**config.mk**
```make
export PLATFORM = sky130hd
export DESIGN_NAME = fpnew_cast_result_buffer
export DESIGN_NICKNAME = d
export VERILOG_FILES = /design/src/rtl/fpnew_pkg.sv /design/src/rtl/fpnew_cast_buf_mem.sv /design/src/rtl/fpnew_cast_result_buffer.sv
export SDC_FILE = /design/constraint.sdc
export NUM_CORES = 1
export LEC_CHECK = 0
export BUFFER_PORTS_ARGS = -buffer_cell sky130_fd_sc_hd__buf_2
export CORE_UTILIZATION = 55
export CTS_CLUSTER_SIZE = 30
export DETAILED_ROUTE_END_ITERATION = 10
export MAX_ROUTING_LAYER = met4
export PLACE_DENSITY = 0.87
export SYNTH_ARGS = -nofsm -noshare
export SYNTH_HDL_FRONTEND = slang
export SYNTH_SLANG_ARGS = --single-unit
export TNS_END_PERCENT = 100
```
**constraint.sdc**
```tcl
create_clock -name clk_i -period 5.21 [get_ports clk_i]
set_input_delay 0.2605 -clock clk_i [delete_from_list [all_inputs] [get_ports clk_i]]
set_output_delay 0.2605 -clock clk_i [all_outputs]
set_load 0.05 [all_outputs]
```
**src/rtl/fpnew_pkg.sv**
```systemverilog
// Shared FPnew types used by the cast result buffer: the IEEE exception
// status word and width constants that the buffer builds its entry type from.
package fpnew_pkg;

  // Number of IEEE exception flags carried with every result.
  localparam int unsigned NUM_FP_STATUS = 5;

  // Width of the per-entry metadata that accompanies the result payload
  // (exception flags plus the NaN-box fill bit).
  localparam int unsigned CAST_BUF_META_WIDTH = NUM_FP_STATUS + 1;

  // IEEE exception flags, ordered MSB to LSB as in the fflags CSR.
  typedef struct packed {
    logic NV;  // invalid operation
    logic DZ;  // divide by zero
    logic OF;  // overflow
    logic UF;  // underflow
    logic NX;  // inexact
  } status_t;

  // Merge two status words; used to accumulate sticky exception flags.
  function automatic status_t status_merge(input status_t a, input status_t b);
    return status_t'(a | b);
  endfunction

endpackage

```
**src/rtl/fpnew_cast_buf_mem.sv**
```systemverilog
// Storage array for the cast result buffer: Depth entries, one synchronous
// write port and one asynchronous read port. Data is intentionally not reset;
// validity is tracked by the pointer/count logic in the parent.
module fpnew_cast_buf_mem #(
  parameter int unsigned Depth = 4,
  parameter int unsigned Width = 8
) (
  input  logic                     clk_i,
  input  logic                     we_i,
  input  logic [$clog2(Depth)-1:0] waddr_i,
  input  logic [Width-1:0]         wdata_i,
  input  logic [$clog2(Depth)-1:0] raddr_i,
  output logic [Width-1:0]         rdata_o
);

  logic [Width-1:0] mem_q [Depth];
  logic [Width-1:0] mem_d [Depth];

  // Next array contents: unchanged except the addressed entry on a write.
  always_comb begin
    mem_d = mem_q;
    if (we_i) begin
      mem_d[waddr_i] = wdata_i;
    end
  end

  // Array flops, no reset so the storage stays a plain register file.
  always_ff @(posedge clk_i) begin
    mem_q <= mem_d;
  end

  assign rdata_o = mem_q[raddr_i];

endmodule

```
**src/rtl/fpnew_cast_result_buffer.sv**
```systemverilog
// Output buffer downstream of the FP-to-FP cast unit. Results are queued in a
// small FIFO and presented NaN-boxed to register width for writeback.
// Optional sticky fflags accumulation is enabled by defining the macro
// FPNEW_CAST_FFLAGS_ACC_EN; without it fflags_o is constant zero.
module fpnew_cast_result_buffer
  import fpnew_pkg::*;
#(
  parameter int unsigned FLen     = 64,
  parameter int unsigned DstWidth = 32,
  parameter int unsigned Depth    = 4,
  parameter int unsigned TagWidth = 8
) (
  input  logic                clk_i,
  input  logic                rst_i,
  input  logic                flush_i,
  // upstream (cast unit) side
  input  logic [DstWidth-1:0] in_result_i,
  input  status_t             in_status_i,
  input  logic                in_extension_bit_i,
  input  logic [TagWidth-1:0] in_tag_i,
  input  logic                in_valid_i,
  output logic                in_ready_o,
  // downstream (writeback arbiter) side
  output logic [FLen-1:0]     out_result_o,
  output status_t             out_status_o,
  output logic [TagWidth-1:0] out_tag_o,
  output logic                out_valid_o,
  input  logic                out_ready_i,
  // sticky flags and status
  output status_t             fflags_o,
  input  logic                fflags_clr_i,
  output logic                busy_o
);

  localparam int unsigned PtrWidth = $clog2(Depth);
  localparam int unsigned CntWidth = PtrWidth + 1;
  localparam logic [CntWidth-1:0] FullCount = CntWidth'(Depth);

  // One stored cast result; width depends on the instance parameters.
  typedef struct packed {
    logic [DstWidth-1:0] result;
    status_t             status;
    logic                ext;
    logic [TagWidth-1:0] tag;
  } cast_buf_entry_t;

  localparam int unsigned EntryWidth = $bits(cast_buf_entry_t);

  logic [PtrWidth-1:0] wptr_q, wptr_d;
  logic [PtrWidth-1:0] rptr_q, rptr_d;
  logic [CntWidth-1:0] count_q, count_d;

  logic            push;
  logic            pop;
  logic            mem_we;
  cast_buf_entry_t wr_entry;
  cast_buf_entry_t rd_entry;
  logic [EntryWidth-1:0] rd_bits;

  // Handshake flags come from the registered count only, so in_ready_o has
  // no combinational dependency on out_ready_i; a full buffer refuses a push
  // even in a cycle where the head is being popped.
  assign in_ready_o  = (count_q != FullCount);
  assign out_valid_o = (count_q != '0);
  assign busy_o      = (count_q != '0);

  assign push = in_valid_i & in_ready_o;
  assign pop  = out_valid_o & out_ready_i;

  // A flush drops any same-cycle push, so the write is suppressed as well.
  assign mem_we = push & ~flush_i;

  assign wr_entry = '{
    result: in_result_i,
    status: in_status_i,
    ext:    in_extension_bit_i,
    tag:    in_tag_i
  };

  // Pointer and occupancy update; flush empties the FIFO outright.
  always_comb begin
    wptr_d  = wptr_q;
    rptr_d  = rptr_q;
    count_d = count_q;
    if (flush_i) begin
      wptr_d  = '0;
      rptr_d  = '0;
      count_d = '0;
    end else begin
      if (push) begin
        wptr_d = wptr_q + PtrWidth'(1);
      end
      if (pop) begin
        rptr_d = rptr_q + PtrWidth'(1);
      end
      unique case ({push, pop})
        2'b10:   count_d = count_q + CntWidth'(1);
        2'b01:   count_d = count_q - CntWidth'(1);
        default: count_d = count_q;
      endcase
    end
  end

  // FIFO control state with synchronous reset.
  always_ff @(posedge clk_i) begin
    if (rst_i) begin
      wptr_q  <= '0;
      rptr_q  <= '0;
      count_q <= '0;
    end else begin
      wptr_q  <= wptr_d;
      rptr_q  <= rptr_d;
      count_q <= count_d;
    end
  end

  fpnew_cast_buf_mem #(
    .Depth (Depth),
    .Width (EntryWidth)
  ) i_mem (
    .clk_i   (clk_i),
    .we_i    (mem_we),
    .waddr_i (wptr_q),
    .wdata_i (wr_entry),
    .raddr_i (rptr_q),
    .rdata_o (rd_bits)
  );

  assign rd_entry     = cast_buf_entry_t'(rd_bits);
  assign out_status_o = rd_entry.status;
  assign out_tag_o    = rd_entry.tag;

  // NaN-box the narrow result up to register width using the stored fill bit.
  if (FLen > DstWidth) begin : gen_nanbox
    assign out_result_o = {{(FLen - DstWidth){rd_entry.ext}}, rd_entry.result};
  end else begin : gen_no_nanbox
    logic unused_ext;
    assign unused_ext   = rd_entry.ext;
    assign out_result_o = rd_entry.result;
  end

`ifdef FPNEW_CAST_FFLAGS_ACC_EN
  status_t fflags_q, fflags_d;

  // Sticky flags: clear first, then OR in the status of the entry leaving.
  always_comb begin
    fflags_d = fflags_clr_i ? status_t'('0) : fflags_q;
    if (pop) begin
      fflags_d = status_merge(fflags_d, rd_entry.status);
    end
  end

  // Accumulator flops; only reset clears them, flush leaves them alone.
  always_ff @(posedge clk_i) begin
    if (rst_i) begin
      fflags_q <= '0;
    end else begin
      fflags_q <= fflags_d;
    end
  end

  assign fflags_o = fflags_q;
`else
  logic unused_fflags_clr;
  assign unused_fflags_clr = fflags_clr_i;
  assign fflags_o          = '0;
`endif

endmodule

```
==> qor.yml <==
synth:
  synth_top_cell_by_area: "edfxtp_1"
  synthCells: 328
  synth_top_area_share_pct: 75.2
  async_flop_share_pct: 0
  syn-cell-area_um2: 7340
  synth-warning-count: 0
  yosys.cell_count.top_type: "edfxtp_1"
  syn_avg_cell_area_um2: 22.4
  synthTopCellsByArea: "edfxtp_1 75%, mux4_2 14%, buf_4 4.0%, dfxtp_1 1.9%, ha_1 0.85%"
  synth_edf_count: 184
  synth_top_cells_by_count: "184 x edfxtp_1, 46 x mux4_2, 39 x buf_4"
  synth.ff_latch_count: 191
  netlist-cell-type-count: 24
  synthFlopType: "edfxtp_1"
  yosysSeqAreaShare_pct: 77.1
floorplanning:
  die_x_um: 118
  die_area_um2: 13800
  die_y_um: 118
  start_util_pct: 57.3
  ios: 137
  core_area_um2: 12800
  rows: 41
layout:
  fin_cells: 627
  multi_input_area_um2: 1330
  nNetsFinal: 500
  drive_gt1_share_pct: 48.2
  seq_area_um2: 5670
  syn_to_final_growth_pct: 15.3
  fin_area_um2: 8470
  num-fill-cells: 860
global_route:
  grt_pass1_vias: 3514
  grt_pass1_wl_mm: 18.9
  grt_max_degree: 49
  grt_overflow: 0
  antenna_found_initial: 1
  grt_usage_pct: 19.4
clock_tree:
  cts_tree: "yes"
  cts.sinks: 191
  cts_resized: 0
  insertion_delay_ps: 420
  hold_buffers: 0
  htreeDepth: 4
  clkTransAtPathRegs_ps: 60
  cts_max_path_buffers: 2
  numCtsBuffers: 17
  cts-root-buf: "clkbuf_16"
  cts_setup_buffers: 0
placed_design:
  placed_cells: 595
  dp_slack_ps: 2730
  routabilityCongestion: 0.820
  io_buffers: 130
  place_hpwl_mm: 7.49
  placed_area_um2: 7960
detailed_routing:
  wl_per_cell_um: 19.1
  vias: 3387
  drt_iter0_markers: 185
  drc: 0
  drt-pass1-iter-count: 4
  ant_nets: 0
  viasPerCell: 5.40
  wl_mm: 12.0
setup_path:
  slowest_stage: "dfxtp_4"
  criticalPathCategory: "flip-flop to output pin"
  critPathBufInv: 1
  startpoint_type: "flip-flop"
  endpoint_kind: "output pin"
  reg2reg_from: "count_q[2]$_SDFFE_PP0P_"
  max_stage_delay_ps: 970
  crit_arrival_ps: 2520
  crit_cells: 2
  critical_path.top_delay_family: "flip-flops"
  reg2reg_depth: 9
  cp_cell_sequence: "mux4_2 -> buf_2"
  worstPathRequired_ps: 4950
  cp-startpoint: "rptr_q[0]$_SDFFE_PP0P_"
  path_max_fanout: 48
power_and_ir_drop:
  p_leak_uw: 0.00289
  power.density_nw_per_um2: 364
  ir_drop_uv: 222
  finalPower_uw: 3080
sta:
  fin_crit_ps: 2780
  max_freq_mhz: 360
  fin_worst_skew_ps: 7.14
  tightest_slew_ps: 938
  relSlewSlack_pct: 37.5
  drv_slew: 0
  finalCritPeriodShare_pct: 53.3
  fin_ws_ps: 2430
  hold_viol: 0
  setup_viol: 0
  rsz0062_at_grt: "no"
  finalSetupTns_ps: 0
run:
  maxCapViolations: 0
status:
  status: "finished clean"
hold_path:
  worstHoldStart: "in_tag_i[0]"
  min_path_cells: 1
  hold_class: "input pin to flip-flop"
-- final timing paths --
check                         endpoint  slack, ps
max                   out_result_o[63]       2430
min          i_mem.mem_q[46]$_DFFE_PP_         60
max reg2reg    count_q[2]$_SDFFE_PP0P_       2670
min reg2reg     wptr_q[1]$_SDFFE_PP0P_        530
-- power by group --
group / internal (uW) / switching, uW / leakage, uW
clock network: 595 / 508 / 0.000242
logic: 67.5 / 191 / 0.000920
registers: 1710 / 12.4 / 0.00173
-- placed cells by master, fill, tap and decap left out --
cell type	count
edfxtp_1	184
dfxtp_4	1
clkbuf_16	17
ha_1	5
xor2_1	3
clkinv_2	4
nand3_1	2
o311ai_1	1
inv_2	1
nor2_1	5
buf_4	9
nor3b_1	1
xnor2_1	1
conb_1	5
diode_2	1
clkinv_1	5
o21ai_0	3
or3_1	2
o31a_1	1
dfxtp_1	5
nand2_1	1
fa_1	1
dfxtp_2	1
nor3b_2	4
clkinv_4	2
a21oi_1	4
inv_1	6
mux4_2	46
or2_2	1
clkinvlp_4	3
buf_2	130
-- routing by layer --
| layer | routed length, um | track usage [%] | vias to the layer above |
|---|---|---|---|
| met5 | 0 | - | - |
| met2 | 6340 | 31.8 | 136 |
| met4 | 110 | 7.29 | 0 |
| met3 | 805 | 5.77 | 10 |
| li1 | - | - | 1522 |
| met1 | 4690 | 22.8 | 1719 |
-- sequential cells by signal, summed over array words and instances (netlist names) --
signal and count:
rptr_q 2, i_mem.mem_q 184, count_q 3, wptr_q 2
-- worst reg2reg max path: stages (launching register included) --
cell	delay [ps]
dfxtp_1	420
nor3b_1	400
inv_2	100
nand2_1	230
ha_1	250
inv_1	70
fa_1	370
xor2_1	170
or3_1	330
a21oi_1	150
-- logic make-up after synthesis --
kind of cell / share of synthesized area [%]
xor+xnor: 0.477
fa+ha+maj: 1.12
mux: 14.1
compound gates: 0.715
flops: 77.1
other cells: 0.0511
buf+inv: 5.18
simple gates: 1.21
-- cell type report --
| cell class | count | share of cell area, % |
|---|---|---|
| sequential | 191 | 66.9 |
| clock inverter | 14 | 0.931 |
| timing repair buffer | 139 | 8.48 |
| multi-input combinational | 86 | 15.7 |
| antenna | 1 | 0.0295 |
| clock buffer | 17 | 5.02 |
| tap | 172 | 2.54 |
| inverter | 7 | 0.310 |
-- through the flow --
step | hold slack [ps] | utilization [%]
floorplan | 359 | -
global placement | 470 | 62.1
detailed placement | 477 | 62.1
CTS | 35.6 | 66.0
global route | 37.7 | 66.0
finish | 55.9 | 66.0
No activity file was read; power rests on OpenSTA's default activity.
